`src/rtl/vram_arbiter_if.sv`:
```
// ----------------------------------------------------------------------------
// vram_arbiter_if: requester and frame-buffer RAM pins of vram_arbiter. Rev 1.0
// ----------------------------------------------------------------------------
`default_nettype none

interface vram_arbiter_if #(
   parameter int unsigned ADDR_W = 15,
   parameter int unsigned DATA_W = 8
);
   logic              disp_req;
   logic [ADDR_W-1:0] disp_addr;
   logic              disp_gnt;
   logic              disp_rvalid;

   logic              draw_req;
   logic              draw_we;
   logic [ADDR_W-1:0] draw_addr;
   logic [DATA_W-1:0] draw_wdata;
   logic              draw_gnt;
   logic              draw_rvalid;

   logic              cpu_req;
   logic              cpu_we;
   logic [ADDR_W-1:0] cpu_addr;
   logic [DATA_W-1:0] cpu_wdata;
   logic              cpu_gnt;
   logic              cpu_rvalid;

   logic [DATA_W-1:0] rd_data;

   logic              mem_en;
   logic              mem_we;
   logic [ADDR_W-1:0] mem_addr;
   logic [DATA_W-1:0] mem_wdata;
   logic [DATA_W-1:0] mem_rdata;

   modport slave (
      input  disp_req, disp_addr,
      input  draw_req, draw_we, draw_addr, draw_wdata,
      input  cpu_req, cpu_we, cpu_addr, cpu_wdata,
      input  mem_rdata,
      output disp_gnt, disp_rvalid, draw_gnt, draw_rvalid, cpu_gnt, cpu_rvalid,
      output rd_data, mem_en, mem_we, mem_addr, mem_wdata
   );

   modport master (
      output disp_req, disp_addr,
      output draw_req, draw_we, draw_addr, draw_wdata,
      output cpu_req, cpu_we, cpu_addr, cpu_wdata,
      output mem_rdata,
      input  disp_gnt, disp_rvalid, draw_gnt, draw_rvalid, cpu_gnt, cpu_rvalid,
      input  rd_data, mem_en, mem_we, mem_addr, mem_wdata
   );
endinterface

`default_nettype wire

```
`src/rtl/vram_arbiter.sv`:
```
// ----------------------------------------------------------------------------
// vram_arbiter: display-priority, starvation-limited RAM arbiter with
// round-robin draw/CPU sharing and tagged 2-cycle read return. Rev 1.0
// ----------------------------------------------------------------------------
`default_nettype none

module vram_arbiter #(
   parameter int unsigned ADDR_W     = 15,
   parameter int unsigned DATA_W     = 8,
   parameter int unsigned STARVE_MAX = 7
) (
   input  wire logic     clk,
   input  wire logic     rst_n,
   vram_arbiter_if.slave bus
);
   localparam logic [3:0] STARVE_LIM = 4'(STARVE_MAX);

   typedef enum logic {RR_DRAW = 1'b0, RR_CPU = 1'b1} rr_t;
   typedef enum logic [1:0] {SEL_NONE = 2'd0, SEL_DISP = 2'd1,
                             SEL_DRAW = 2'd2, SEL_CPU  = 2'd3} sel_t;

   rr_t               rr_last;
   rr_t               rr_next;
   logic [3:0]        starve_cnt;
   logic [3:0]        starve_next;
   sel_t              sel;
   logic              lower_req;
   logic              starve_block;
   logic              iss_we;
   logic [ADDR_W-1:0] iss_addr;
   logic [DATA_W-1:0] iss_wdata;
   logic [2:0]        iss_rd;
   logic [2:0]        rd_tag_iss;
   logic [2:0]        rd_tag_ret;

   always_comb begin
      lower_req    = bus.draw_req | bus.cpu_req;
      starve_block = (STARVE_MAX != 0) && (starve_cnt == STARVE_LIM) && lower_req;
      sel          = SEL_NONE;
      if (bus.disp_req && !starve_block) begin
         sel = SEL_DISP;
      end else if (bus.draw_req && bus.cpu_req) begin
         sel = (rr_last == RR_CPU) ? SEL_DRAW : SEL_CPU;
      end else if (bus.draw_req) begin
         sel = SEL_DRAW;
      end else if (bus.cpu_req) begin
         sel = SEL_CPU;
      end
   end

   assign bus.disp_gnt = (sel == SEL_DISP);
   assign bus.draw_gnt = (sel == SEL_DRAW);
   assign bus.cpu_gnt  = (sel == SEL_CPU);

   always_comb begin
      starve_next = starve_cnt;
      rr_next     = rr_last;
      if (sel == SEL_DRAW || sel == SEL_CPU || !lower_req) begin
         starve_next = '0;
      end else if (sel == SEL_DISP && starve_cnt != STARVE_LIM) begin
         starve_next = starve_cnt + 4'd1;
      end
      if (sel == SEL_DRAW) begin
         rr_next = RR_DRAW;
      end else if (sel == SEL_CPU) begin
         rr_next = RR_CPU;
      end
   end

   // Issue mux; iss_rd is the one-hot {cpu, draw, disp} tag of a read issue.
   always_comb begin
      iss_we    = 1'b0;
      iss_addr  = bus.disp_addr;
      iss_wdata = bus.draw_wdata;
      iss_rd    = 3'b000;
      case (sel)
         SEL_DISP: begin
            iss_addr = bus.disp_addr;
            iss_rd   = 3'b001;
         end
         SEL_DRAW: begin
            iss_we    = bus.draw_we;
            iss_addr  = bus.draw_addr;
            iss_wdata = bus.draw_wdata;
            iss_rd    = {1'b0, ~bus.draw_we, 1'b0};
         end
         SEL_CPU: begin
            iss_we    = bus.cpu_we;
            iss_addr  = bus.cpu_addr;
            iss_wdata = bus.cpu_wdata;
            iss_rd    = {~bus.cpu_we, 2'b00};
         end
         default: begin
            iss_we = 1'b0;
         end
      endcase
   end

   always_ff @(posedge clk or negedge rst_n) begin
      if (!rst_n) begin
         starve_cnt    <= '0;
         rr_last       <= RR_CPU;
         bus.mem_en    <= 1'b0;
         bus.mem_we    <= 1'b0;
         bus.mem_addr  <= '0;
         bus.mem_wdata <= '0;
         rd_tag_iss    <= '0;
         rd_tag_ret    <= '0;
      end else begin
         starve_cnt <= starve_next;
         rr_last    <= rr_next;
         bus.mem_en <= (sel != SEL_NONE);
         bus.mem_we <= iss_we;
         if (sel != SEL_NONE) begin
            bus.mem_addr  <= iss_addr;
            bus.mem_wdata <= iss_wdata;
         end
         rd_tag_iss <= iss_rd;
         rd_tag_ret <= rd_tag_iss;
      end
   end

   assign bus.disp_rvalid = rd_tag_ret[0];
   assign bus.draw_rvalid = rd_tag_ret[1];
   assign bus.cpu_rvalid  = rd_tag_ret[2];
   assign bus.rd_data     = bus.mem_rdata;

endmodule

`default_nettype wire
```
`src/flat_wrapper.sv`:
```
// flat-port wrapper written by rule: the top's interface ports become plain ports
module vram_arbiter_flat 
#(
   parameter int unsigned ADDR_W     = 15,
   parameter int unsigned DATA_W     = 8,
   parameter int unsigned STARVE_MAX = 7
)
  (clk, rst_n, bus_disp_req, bus_disp_addr, bus_draw_req, bus_draw_we, bus_draw_addr, bus_draw_wdata, bus_cpu_req, bus_cpu_we, bus_cpu_addr, bus_cpu_wdata, bus_mem_rdata, bus_disp_gnt, bus_disp_rvalid, bus_draw_gnt, bus_draw_rvalid, bus_cpu_gnt, bus_cpu_rvalid, bus_rd_data, bus_mem_en, bus_mem_we, bus_mem_addr, bus_mem_wdata);
  vram_arbiter_if #(.ADDR_W(ADDR_W), .DATA_W(DATA_W)) bus_i ();
  input  wire logic clk;
  input  wire logic rst_n;
  input wire logic [$bits(bus_i.disp_req)-1:0] bus_disp_req;
  input wire logic [$bits(bus_i.disp_addr)-1:0] bus_disp_addr;
  input wire logic [$bits(bus_i.draw_req)-1:0] bus_draw_req;
  input wire logic [$bits(bus_i.draw_we)-1:0] bus_draw_we;
  input wire logic [$bits(bus_i.draw_addr)-1:0] bus_draw_addr;
  input wire logic [$bits(bus_i.draw_wdata)-1:0] bus_draw_wdata;
  input wire logic [$bits(bus_i.cpu_req)-1:0] bus_cpu_req;
  input wire logic [$bits(bus_i.cpu_we)-1:0] bus_cpu_we;
  input wire logic [$bits(bus_i.cpu_addr)-1:0] bus_cpu_addr;
  input wire logic [$bits(bus_i.cpu_wdata)-1:0] bus_cpu_wdata;
  input wire logic [$bits(bus_i.mem_rdata)-1:0] bus_mem_rdata;
  output wire logic [$bits(bus_i.disp_gnt)-1:0] bus_disp_gnt;
  output wire logic [$bits(bus_i.disp_rvalid)-1:0] bus_disp_rvalid;
  output wire logic [$bits(bus_i.draw_gnt)-1:0] bus_draw_gnt;
  output wire logic [$bits(bus_i.draw_rvalid)-1:0] bus_draw_rvalid;
  output wire logic [$bits(bus_i.cpu_gnt)-1:0] bus_cpu_gnt;
  output wire logic [$bits(bus_i.cpu_rvalid)-1:0] bus_cpu_rvalid;
  output wire logic [$bits(bus_i.rd_data)-1:0] bus_rd_data;
  output wire logic [$bits(bus_i.mem_en)-1:0] bus_mem_en;
  output wire logic [$bits(bus_i.mem_we)-1:0] bus_mem_we;
  output wire logic [$bits(bus_i.mem_addr)-1:0] bus_mem_addr;
  output wire logic [$bits(bus_i.mem_wdata)-1:0] bus_mem_wdata;
  assign bus_i.disp_req = bus_disp_req;
  assign bus_i.disp_addr = bus_disp_addr;
  assign bus_i.draw_req = bus_draw_req;
  assign bus_i.draw_we = bus_draw_we;
  assign bus_i.draw_addr = bus_draw_addr;
  assign bus_i.draw_wdata = bus_draw_wdata;
  assign bus_i.cpu_req = bus_cpu_req;
  assign bus_i.cpu_we = bus_cpu_we;
  assign bus_i.cpu_addr = bus_cpu_addr;
  assign bus_i.cpu_wdata = bus_cpu_wdata;
  assign bus_i.mem_rdata = bus_mem_rdata;
  assign bus_disp_gnt = bus_i.disp_gnt;
  assign bus_disp_rvalid = bus_i.disp_rvalid;
  assign bus_draw_gnt = bus_i.draw_gnt;
  assign bus_draw_rvalid = bus_i.draw_rvalid;
  assign bus_cpu_gnt = bus_i.cpu_gnt;
  assign bus_cpu_rvalid = bus_i.cpu_rvalid;
  assign bus_rd_data = bus_i.rd_data;
  assign bus_mem_en = bus_i.mem_en;
  assign bus_mem_we = bus_i.mem_we;
  assign bus_mem_addr = bus_i.mem_addr;
  assign bus_mem_wdata = bus_i.mem_wdata;
  vram_arbiter #(.ADDR_W(ADDR_W), .DATA_W(DATA_W), .STARVE_MAX(STARVE_MAX)) u_core (.clk(clk), .rst_n(rst_n), .bus(bus_i));
endmodule
```
`config.mk`:
```
export PLATFORM = sky130hd
export DESIGN_NAME = vram_arbiter_flat
export DESIGN_NICKNAME = d
export VERILOG_FILES = /design/src/rtl/vram_arbiter_if.sv /design/src/rtl/vram_arbiter.sv /design/src/flat_wrapper.sv
export SDC_FILE = /design/constraint.sdc
export NUM_CORES = 1
export LEC_CHECK = 0
export ABC_AREA = 1
export CORE_ASPECT_RATIO = 0.7
export CORE_MARGIN = 2
export CORE_UTILIZATION = 30
export CTS_BUF_LIST = sky130_fd_sc_hd__clkbuf_4 sky130_fd_sc_hd__clkbuf_8 sky130_fd_sc_hd__clkbuf_16
export DETAILED_ROUTE_END_ITERATION = 10
export PLACE_DENSITY = 0.67
export SETUP_SLACK_MARGIN = 0.1
export SYNTH_ARGS = -nofsm -noshare
export SYNTH_HDL_FRONTEND = slang
export SYNTH_SLANG_ARGS = --single-unit
```
`constraint.sdc`:
```
create_clock -name clk -period 2.1 [get_ports clk]
set_input_delay 0.525 -clock clk [delete_from_list [all_inputs] [get_ports clk]]
set_output_delay 0.525 -clock clk [all_outputs]
set_load 0.005 [all_outputs]
```
### Yosys cells after proc, flatten, opt, wreduce, memory -nomap -nowiden

Index checks and enable logic that the tools add are counted.

* flip-flop bits (word level): 36
* input port bits: 76
* word-level logic and storage cells: 41

* add/subtract/negate cells: 1
* equality and inequality tests: 5
* muxes and demuxes: 13
* bitwise gates (word level): 3
* reductions and logical operators: 11

Operators with widths (count)
* one-hot mux 15 bit (2 select lines): 1
* one-hot mux 3 bit (3 select lines): 1
* two-way mux 2 bit: 4
* two-way mux 4 bit: 2
* two-way mux 8 bit: 1
* nonzero test 2 bit: 3
* adder 4 x 1 -> 4 bit, second input constant: 1
* == test 2 bit, second input constant: 2
* == test 4 x 3 -> 1 bit, second input constant: 1
* logical AND 1 bit: 4
* inequality test 4 x 3 -> 1 bit, second input constant: 1
* two-way mux 1 bit: 3
* == test 2 x 1 -> 1 bit, second input constant: 1
* logical NOT 1 bit: 2
* logical OR 1 bit: 2
* inverter 1 bit: 2
* one-hot mux 1 bit (2 select lines): 1
* bitwise OR 1 bit: 1

### Longest topological paths before layout

Gate-level depths: netlist of the first run.

* word-level depth: 9
* mapped depth: 10
* mapped depth without buffers: 10

### Worst setup path after synthesis of the first run

Ideal clock, no wire load.

* path type: register -> output
* start point: reg u_core.starve_cnt[0]
* end point: out bus_disp_gnt
* arrival time: 1128 ps
* required time: 1575 ps
* slack: 447 ps
* stages on the path, launching flop included: 8
* cell sequence: dfrtp_1 ha_1 nand2_1 nor2_4 nand2_1 nand2_2 buf_6 inv_1

* cells in the longest elaborated chain, start to end: 6

RTL lines
* start: declaration: line vram_arbiter.sv:24 `logic [3:0] starve_cnt;`
* start signal: assignment: line vram_arbiter.sv:110 `starve_cnt <= starve_next;`
* == test 4 x 3 -> 1 bit: line vram_arbiter.sv:38 `starve_block = (STARVE_MAX != 0) && (starve_cnt == STARVE_LIM) && lower_req;`
* logical AND 1 bit: line vram_arbiter.sv:38
* logical NOT 1 bit: line vram_arbiter.sv:40 `if (bus.disp_req && !starve_block) begin`
* logical AND 1 bit: line vram_arbiter.sv:40
* two-way mux 2 bit: line vram_arbiter.sv:40
* == test 2 x 1 -> 1 bit: line vram_arbiter.sv:51 `assign bus.disp_gnt = (sel == SEL_DISP);`
* end: declaration: line flat_wrapper.sv:23 `output wire logic [$bits(bus_i.disp_gnt)-1:0] bus_disp_gnt;`

No other way between the ends.

### Worst setup path after layout of the first run

* start point: reg u_core.starve_cnt[1]
* end point: out bus_draw_gnt

* cells in the longest elaborated chain, start to end: 6

RTL lines
* == test 4 x 3 -> 1 bit: line vram_arbiter.sv:38
* logical AND 1 bit: line vram_arbiter.sv:38
* logical NOT 1 bit: line vram_arbiter.sv:40
* logical AND 1 bit: line vram_arbiter.sv:40
* two-way mux 2 bit: line vram_arbiter.sv:40
* == test 2 bit: line vram_arbiter.sv:52 `assign bus.draw_gnt = (sel == SEL_DRAW);`
* end: declaration: line flat_wrapper.sv:25 `output wire logic [$bits(bus_i.draw_gnt)-1:0] bus_draw_gnt;`

No other way between the ends.

==> reports/results.tsv, run 1 <==
stage	metric	value	unit
status	status	completed	
synthesis	Mapped Avg Cell Area	7.52	µm²
setup_path	worst path required time	1.57	ns
placement	final estimated routing congestion in global placement	0.776	
layout	Final Instance Area	3110	µm²
min_path	HP Class	input port to asynchronous set/reset pin	
sta	min Tclk post-route	1.97	ns
pwr	Total Power	1830	µW
synthesis	adder-cell area share of the yosys netlist	0.658	%
sta	final hold vios	0	
drt	wire per inst	13.2	µm
global_routing	initial antenna violation count	0	
clocking	H-tree levels	2	
run	max_cap viols	0	
clocking	# clock sinks	36	
floorplanning	Initial Util	30.7	%
layout	area of the multi-input gates	795	µm²
floorplanning	DIE WIDTH	99.2	µm
placement	placed cells	426	
layout	sequential cell area	902	µm²
clocking	# hold bufs at CTS	0	
global_routing	vias in the first global route	1932	
placement	dpl cell area	2960	µm²
layout	final std cells w/o fill	440	
sta	Setup violations, final	0	
synthesis	synth unique cells	19	
clocking	CTS clk-pin slew, worst paths	0.07	ns
layout	diode count	0	
global_routing	met1 usage	23.4	%
synthesis	Synth Area in XOR/XNOR	0.461	%
layout	Filler cells	611	
layout	layout cells sized above 1	14.1	%
drt	initial drt markers	49	
pwr	Lkg Pwr	0.00153	µW
synthesis	complex-gate fraction of the synthesized area	1.32	%
clocking	Root Buffer	clkbuf_8	
floorplanning	die area	7000	µm²
clocking	clock buffer depth	2	
global_routing	gr busiest metal	met2	
drt	Pre-antenna DRT Iters	4	
setup_path	startpoint types	flip-flop	
global_routing	GRT Total Usage	16.9	%
synthesis	main combinational cell family by area after synthesis	simple AND/OR/NAND/NOR gates	
synthesis	mapped cell area	1900	µm²
sta	Fmax	509	MHz
sta	max-slew violation count	0	
synthesis	Post-Syn Nets	330	
layout	Syn-to-layout area delta	63.6	%
clocking	TritonCTS clock tree	built	
placement	hpwl dp	4.31	mm
sta	unrepaired setup endpoints after global routing	true	
clocking	clock latency on the worst-skew pair	0.28	ns
global_routing	largest net degree at the start of global routing	37	
synthesis	synthesized instance count	253	
synthesis	yosys warns	0	
sta	period utilization	93.6	%
setup_path	Max FO, Critical Path	2	
setup_path	worst endpoint data arrival time	1.44	ns
layout	Util after Layout	50.3	%
global_routing	first-pass GRT wire length	9.45	mm
global_routing	grt ovf	0	
placement	I/O Buffers	98	
setup_path	crit path capture type	primary output	
global_routing	M2 GR Usage	27.3	%
sta	WHS	0.328	ns
global_routing	met3 Use GR	4.35	%
sta	Worst Skew	0.00572	ns
synthesis	Yosys reg bits	36	
sta	Max transition margin	47.5	%
sta	Least-Margin Pin Slew	0.788	ns
floorplanning	Core Region	6190	µm²
floorplanning	Std-Cell Rows	24	
floorplanning	IO Pins	115	
synthesis	sequential-to-total area share from yosys stat	47.4	%
clocking	TritonCTS Buffers	5	
layout	Final Net Count	438	
pwr	maximum VDD drop	254	µV
drt	via count	1975	
drt	DRC viols	0	
drt	drt via density	4.49	
drt	final WL	5.82	mm
synthesis	mux cell area share after synthesis	0	%
floorplanning	Die Y	70.6	µm
drt	remaining antenna violation count	0	
pwr	pwr dens	588	nW/µm²
synthesis	post-synthesis simple-gate area fraction	38.7	%
setup_path	Crit Path Category	flip-flop to primary output	
[logic make-up after synthesis]
kind of cell    Yosys count
xor+xnor                  1
compound gates            2
fa+ha+maj                 1
flops                    36
buf+inv                  43
simple gates            170
[flip-flops by register name, summed over array words and instances (netlist names)]
register              cells
u_core.bus.mem_addr      15
u_core.bus.mem_en         1
u_core.rr_last            1
u_core.bus.mem_wdata      8
u_core.bus.mem_we         1
u_core.starve_cnt         4
u_core.rd_tag_iss         3
u_core.rd_tag_ret         3
[area by class of cell]
class | count | area share (%)
Tap cell | 78 | 3.14
Inverter | 25 | 3.02
Timing Repair Buffer | 119 | 36.2
Clock buffer | 8 | 3.14
Sequential cell | 36 | 29.0
Multi-Input combinational cell | 174 | 25.5
[metrics by stage]
step                TNS (ns)  setup WS (ns)
global route               0         0.0580
finish                     0          0.134
CTS                        0         0.0930
global placement       -1.02         -0.367
detailed placement     -1.06         -0.377
floorplan                  0          0.447
[cells in the final DEF (no fill, tap or decap), drive strengths merged]
cell type	count
nand2	105
clkdlybuf4s50	91
nand3	55
dfrtp	35
inv	25
buf	25
nor2	9
clkbuf	8
dlygate4sd2	3
a21oi	1
o21ai	1
xor2	1
nor3b	1
ha	1
dfstp	1
[layer usage]
layer	up-vias	routed length [µm]	part of all wire (%)
li1	991	-	-
met1	903	2690	46
met2	79	2610	45
met3	2	498	8.6
met4	0	19	0.33
met5	-	0	0
[synthesized netlist by cell type, drive strengths merged]
library cell	count	area, µm²
ha	1	12.5
dfrtp	35	876
nor3b	1	12.5
buf	15	113
dfstp	1	26.3
a21oi	1	8.76
inv	25	93.8
clkbuf	3	11.3
xor2	1	8.76
o21ai	1	16.3
nor2	9	46.3
nand2	105	402
nand3	55	275
[where the power goes]
group | switching (µW) | leakage [µW] | internal (µW)
Clock | 235 | 0.0000523 | 293
Sequential | 37.2 | 0.000437 | 764
Combinational | 204 | 0.00104 | 296
[worst max-delay path, cell delays in order, from the launching register on]
cell and delay (ns):
dfrtp_1 0.37, ha_2 0.21, buf_6 0.10, nand3_2 0.06
a21oi_2 0.14, nand2_1 0.08, inv_1 0.07, buf_2 0.12
[what timing repair did]
item                       4_1_cts  5_1_grt
cloned                           0        0
resized for setup               18        4
pin swaps                        5        4
setup endpoints to repair        3        3
buffers inserted                 4        2
[worst paths after layout]
kind / start / slack (ns) / cells past startpoint / to
setup / recovery: u_core.starve_cnt[1]$_DFFE_PN0P_ / 0.13 / 7 / bus_draw_gnt
hold / removal: rst_n / 0.33 / 1 / u_core.rd_tag_iss[1]$_DFF_PN0_
setup reg to reg: u_core.starve_cnt[1]$_DFFE_PN0P_ / 0.36 / 7 / u_core.starve_cnt[2]$_DFFE_PN0P_
hold reg to reg: u_core.rd_tag_iss[0]$_DFF_PN0_ / 0.35 / 0 / u_core.rd_tag_ret[0]$_DFF_PN0_
max in group asynchronous: rst_n / 1.28 / 1 / u_core.bus.mem_wdata[2]$_DFFE_PN0P_
min in group clk: u_core.rd_tag_iss[0]$_DFF_PN0_ / 0.35 / 0 / u_core.rd_tag_ret[0]$_DFF_PN0_
Note: power is estimated with default switching activity, not from simulation.
==> run 2: changes to the inputs <==
- CORE_UTILIZATION: 30 -> 37
- PLACE_DENSITY: 0.67 -> 0.8
- RECOVER_POWER: not set -> 50
==> run 2 against run 1 <==
Against the previous run:
- hold slack better by 0.023 ns
- global-route usage up 4.1 points
- largest power group unchanged
- via count rose by 3.7%
- non-clock buffer count grew 1
- clock power decreased by 4.7%
- wire length is essentially flat
- first-iteration DRC count rose by 120%
- final cell count decreased by 1.8%
- total power down 0.43%
- critical path depth is 1 higher
==> reports/results.tsv, run 2 (synthesized netlist as in run 1, its figures left out) <==
stage	metric	value	unit
setup_path	CP max stage cell	dfrtp_1	
layout	Final Net Count	439	
clocking	Root Buffer	clkbuf_8	
drt	remaining antenna violation count	0	
setup_path	worst endpoint data arrival time	1.42	ns
layout	Syn-to-layout area delta	65.9	%
layout	diode count	0	
sta	final hold vios	0	
global_routing	GRT Total Usage	21.0	%
clocking	H-tree levels	2	
sta	Max transition margin	40.2	%
setup_path	crit-path max cell delay	0.39	ns
floorplanning	IO Pins	115	
layout	commonest non-fill, non-tap cell in the layout	nand2_1	
pwr	pwr dens	577	nW/µm²
global_routing	largest net degree at the start of global routing	37	
drt	via count	2048	
floorplanning	Core Region	4860	µm²
setup_path	most frequent CP cell	nand2_2	
sta	unrepaired setup endpoints after global routing	true	
layout	most frequent cells in the layout	nand2_1, clkdlybuf4s50_1, nand3_1	
drt	final WL	5.82	mm
clocking	TritonCTS Buffers	5	
floorplanning	Std-Cell Rows	21	
clocking	CTS clk-pin slew, worst paths	0.07	ns
run	max_cap viols	0	
drt	drt via density	4.74	
floorplanning	DIE WIDTH	89.7	µm
drt	wire per inst	13.5	µm
layout	max FFs per register	15	
min_path	HP Class	flip-flop to flip-flop	
sta	Fmax	513	MHz
layout	layout cells sized above 1	14.6	%
drt	Pre-antenna DRT Iters	4	
sta	Setup violations, final	0	
setup_path	Crit Path Category	flip-flop to primary output	
layout	top flop regs	u_core.bus.mem_addr (15), u_core.bus.mem_wdata (8), u_core.starve_cnt (4)	
status	status	completed	
setup_path	crit-path cells	ha_4 -> nand2_2 -> nor2_4 -> nand2_2 -> nand2_2 -> nand2_1 -> inv_2 -> buf_2	
placement	I/O Buffers	98	
drt	initial drt markers	109	
global_routing	vias in the first global route	2029	
clocking	clock buffer depth	2	
sta	max-slew violation count	0	
setup_path	startpoint types	flip-flop	
floorplanning	Initial Util	39.1	%
setup_path	Max FO, Critical Path	3	
setup_path	worst path required time	1.57	ns
drt	DRC viols	0	
layout	register with the most flip-flops	u_core.bus.mem_addr	
sta	Worst Skew	0.00835	ns
global_routing	grt ovf	0	
pwr	Lkg Pwr	0.00154	µW
layout	Filler cells	435	
global_routing	first-pass GRT wire length	9.32	mm
clocking	TritonCTS clock tree	built	
floorplanning	Die Y	64.0	µm
placement	final estimated routing congestion in global placement	0.858	
placement	hpwl dp	4.36	mm
setup_path	crit path capture type	primary output	
clocking	# hold bufs at CTS	0	
sta	period utilization	92.8	%
floorplanning	die area	5740	µm²
global_routing	initial antenna violation count	0	
sta	min Tclk post-route	1.95	ns
pwr	maximum VDD drop	423	µV
sta	Least-Margin Pin Slew	0.898	ns
layout	Util after Layout	64.9	%
clocking	clock latency on the worst-skew pair	0.29	ns
sta	Setup TNS Final	0	ns
clocking	# clock sinks	36	
==> run 2: worst max-delay path, delay by kind of cell (launching register included) <==
family | cells | cell delay [ns]
buffers and inverters | 2 | 0.16
adders and majority gates | 1 | 0.18
and+or+nand+nor | 5 | 0.41
DFF | 1 | 0.39
==> run 2: repair_timing <==
item	CTS	global route
buffers inserted	3	1
resized for setup	27	4
setup endpoints to repair	3	3
pin swaps	8	4
cloned	0	0
==> run 2: metal layers <==
metal  vias up  track usage (%)  part of all wire, %
met3         9             4.91                  7.4
met5         -                0                    0
met4         0             5.22                  1.1
met2        90             33.2                   48
met1       948             28.9                   44
li1       1001                -                    -
==> run 2: where the power goes <==
part           switching [µW]  internal, µW  total (µW)
sequential               41.8           764         806
combinational             207           305         513
clock                     242           262         503
total                     491          1330        1820
==> run 2: metrics by stage <==
step,total power (µW),hold WS (ns),std cells,cell area [µm²],setup WS [ns]
2_1_floorplan,991,0.229,253,1900,0.447
3_3_place_gp,1310,0.332,420,3000,-0.462
3_5_place_dp,1320,0.339,420,3000,-0.508
4_1_cts,1840,0.283,431,3130,0.0723
5_1_grt,1930,0.356,432,3160,0.0638
6_report,1820,0.351,432,3160,0.152
==> run 2: layout make-up <==
type	count	area, µm²	share of cell area, %
inverter	25	93.8	2.97
multi-input combinational	174	827	26.2
sequential	36	902	28.6
clock inverter	2	10.0	0.317
tap	69	86.3	2.74
timing repair buffer	120	1150	36.6
clock buffer	6	82.6	2.62
==> run 2: worst paths after layout <==
check / from / endpoint / slack (ns) / cells after the start
worst max-delay path: u_core.starve_cnt[0]$_DFFE_PN0P_ / bus_cpu_gnt / 0.15 / 8
worst max register to register: u_core.starve_cnt[0]$_DFFE_PN0P_ / u_core.bus.mem_wdata[3]$_DFFE_PN0P_ / 0.36 / 10
worst min register to register: u_core.rd_tag_iss[2]$_DFF_PN0_ / u_core.rd_tag_ret[2]$_DFF_PN0_ / 0.35 / 0
worst min-delay path: u_core.rd_tag_iss[2]$_DFF_PN0_ / u_core.rd_tag_ret[2]$_DFF_PN0_ / 0.35 / 0
max in group asynchronous: rst_n / u_core.bus.mem_addr[0]$_DFFE_PN0P_ / 1.10 / 2
min in group asynchronous: rst_n / u_core.rd_tag_ret[1]$_DFF_PN0_ / 0.44 / 2
==> run 3: changes to the inputs <==
- PLACE_DENSITY: 0.8 -> 0.91
- SKIP_LAST_GASP: not set -> 1
==> run 3 against run 2 <==
Against the previous run:
- register-to-register slack got worse by 0.04 ns
- die area did not move
- largest power group unchanged
- cell area is 0.12% lower
- highest routed layer unchanged
- flip-flop and latch count unchanged
- total power grew 2.4%
- sequential power is essentially flat
- critical path depth fell by 1
==> reports/results.tsv, run 3 (synthesized netlist as in run 1, its figures left out) <==
stage	metric	value	unit
floorplanning	IO Pins	115	
layout	register with the most flip-flops	u_core.bus.mem_addr	
global_routing	initial antenna violation count	0	
pwr	maximum VDD drop	245	µV
global_routing	GRT Total Usage	22.1	%
sta	PnR worst setup slack	0.0987	ns
drt	DRC viols	0	
global_routing	grt ovf	0	
clocking	Root Buffer	clkbuf_8	
setup_path	startpoint types	flip-flop	
drt	final WL	6.19	mm
layout	max FFs per register	15	
clocking	H-tree levels	2	
pwr	Lkg Pwr	0.00154	µW
sta	Max transition margin	45.8	%
status	status	completed	
floorplanning	Die Y	64.0	µm
layout	Filler cells	422	
drt	remaining antenna violation count	0	
layout	area of the multi-input gates	825	µm²
setup_path	Crit Path Category	flip-flop to primary output	
clocking	# clock sinks	36	
clocking	CTS clk-pin slew, worst paths	0.07	ns
layout	diode count	0	
placement	I/O Buffers	98	
floorplanning	DIE WIDTH	89.7	µm
run	max_cap viols	0	
setup_path	crit-path cells	ha_4 -> nand2_2 -> nor2_4 -> nand2_2 -> nand2_4 -> inv_2 -> clkdlybuf4s15_1	
drt	Pre-antenna DRT Iters	4	
clocking	TritonCTS Buffers	5	
layout	Syn-to-layout area delta	65.7	%
floorplanning	die area	5740	µm²
setup_path	CP max stage cell	dfrtp_1	
global_routing	vias in the first global route	2041	
floorplanning	Std-Cell Rows	21	
layout	commonest non-fill, non-tap cell in the layout	nand2_1	
drt	wire per inst	14.3	µm
sta	min Tclk post-route	2.00	ns
global_routing	first-pass GRT wire length	9.57	mm
setup_path	Max FO, Critical Path	3	
pwr	pwr dens	592	nW/µm²
setup_path	worst path required time	1.57	ns
layout	layout cells sized above 1	14.0	%
setup_path	worst endpoint data arrival time	1.48	ns
sta	unrepaired setup endpoints after global routing	true	
setup_path	most frequent CP cell	nand2_2	
clocking	clock latency on the worst-skew pair	0.28	ns
layout	top flop regs	u_core.bus.mem_addr (15), u_core.bus.mem_wdata (8), u_core.starve_cnt (4)	
layout	Final Net Count	441	
placement	hpwl dp	4.56	mm
drt	initial drt markers	72	
layout	most frequent cells in the layout	nand2_1, clkdlybuf4s50_1, nand3_1	
setup_path	R2R setup slack	0.32	ns
layout	sequential cell area	902	µm²
min_path	HP Class	input port to asynchronous set/reset pin	
sta	period utilization	95.3	%
placement	dpl cell area	2970	µm²
sta	Worst Skew	0.00388	ns
global_routing	largest net degree at the start of global routing	23	
layout	Final Instance Area	3150	µm²
placement	final estimated routing congestion in global placement	0.847	
floorplanning	Initial Util	39.1	%
sta	Least-Margin Pin Slew	0.813	ns
drt	via count	2041	
clocking	TritonCTS clock tree	built	
drt	drt via density	4.70	
placement	pre-CTS worst setup slack	-0.414	ns
sta	Fmax	500	MHz
sta	max-slew violation count	0	
sta	Setup violations, final	0	
setup_path	crit-path max cell delay	0.42	ns
sta	final hold vios	0	
clocking	clock buffer depth	2	
setup_path	crit path capture type	primary output	
pwr	Total Power	1860	µW
floorplanning	Core Region	4860	µm²
run 3: cell types whose count changed in the layout (fill, tap and decap cells not counted), sizes merged:
cell,before,now
clkinv,2,0
clkbuf,9,12
clkdlybuf4s15,0,1
run 3: timing repair:
item,in CTS,in global routing
endpoints found under the setup margin,3,3
hold buffers,0,0
gates resized for setup,19,7
pin swaps,6,4
buffers inserted,5,2
run 3: worst paths after layout:
path                                                       start                                  end  cells past startpoint
worst max-delay path            u_core.starve_cnt[0]$_DFFE_PN0P_                         bus_disp_gnt                      7
worst min-delay path                                       rst_n  u_core.bus.mem_wdata[5]$_DFFE_PN0P_                      1
worst max register to register  u_core.starve_cnt[0]$_DFFE_PN0P_  u_core.bus.mem_wdata[3]$_DFFE_PN0P_                     11
worst min register to register    u_core.rd_tag_iss[2]$_DFF_PN0_       u_core.rd_tag_ret[2]$_DFF_PN0_                      0
max in group asynchronous                                  rst_n   u_core.bus.mem_addr[9]$_DFFE_PN0P_                      2
min in group clk                  u_core.rd_tag_iss[2]$_DFF_PN0_       u_core.rd_tag_ret[2]$_DFF_PN0_                      0
run 3: layer usage:
metal,global-route usage [%],up-vias,wire [µm]
li1,-,1004,-
met1,28.4,952,2670
met2,36.9,78,2980
met3,5.81,7,467
met4,4.85,0,70
met5,0,-,0
run 3: final cells by class:
cell class,instances,area share [%]
clock buffers,8,3.29
well taps,69,2.74
repair buffers,122,36.2
multi-input cells,174,26.2
flip-flops and latches,36,28.6
inverters,25,2.98
run 3: critical path: cells and delay by family (launching register included):
kind          cells  cell delay [ns]
fa+ha+maj         1             0.17
buf+inv           2             0.24
flops             1             0.42
simple gates      4             0.35
run 3: where the power goes:
| group | switching, µW | internal (µW) | leakage (µW) |
|---|---|---|---|
| Sequential | 42.5 | 764 | 0.000437 |
| Clock | 229 | 312 | 0.0000549 |
| Combinational | 215 | 302 | 0.00105 |
| Total | 487 | 1380 | 0.00154 |
run 3: per-stage QoR:
step / util [%] / std cells / hold slack [ns] / TNS (ns)
2_1_floorplan: - / 253 / 0.229 / 0
3_5_place_dp: 61.1 / 419 / 0.341 / -1.36
5_1_grt: 64.8 / 434 / 0.364 / 0
6_report: 64.8 / 434 / 0.302 / 0
4_1_cts: 64.0 / 432 / 0.137 / 0
3_3_place_gp: 61.1 / 419 / 0.333 / -0.998
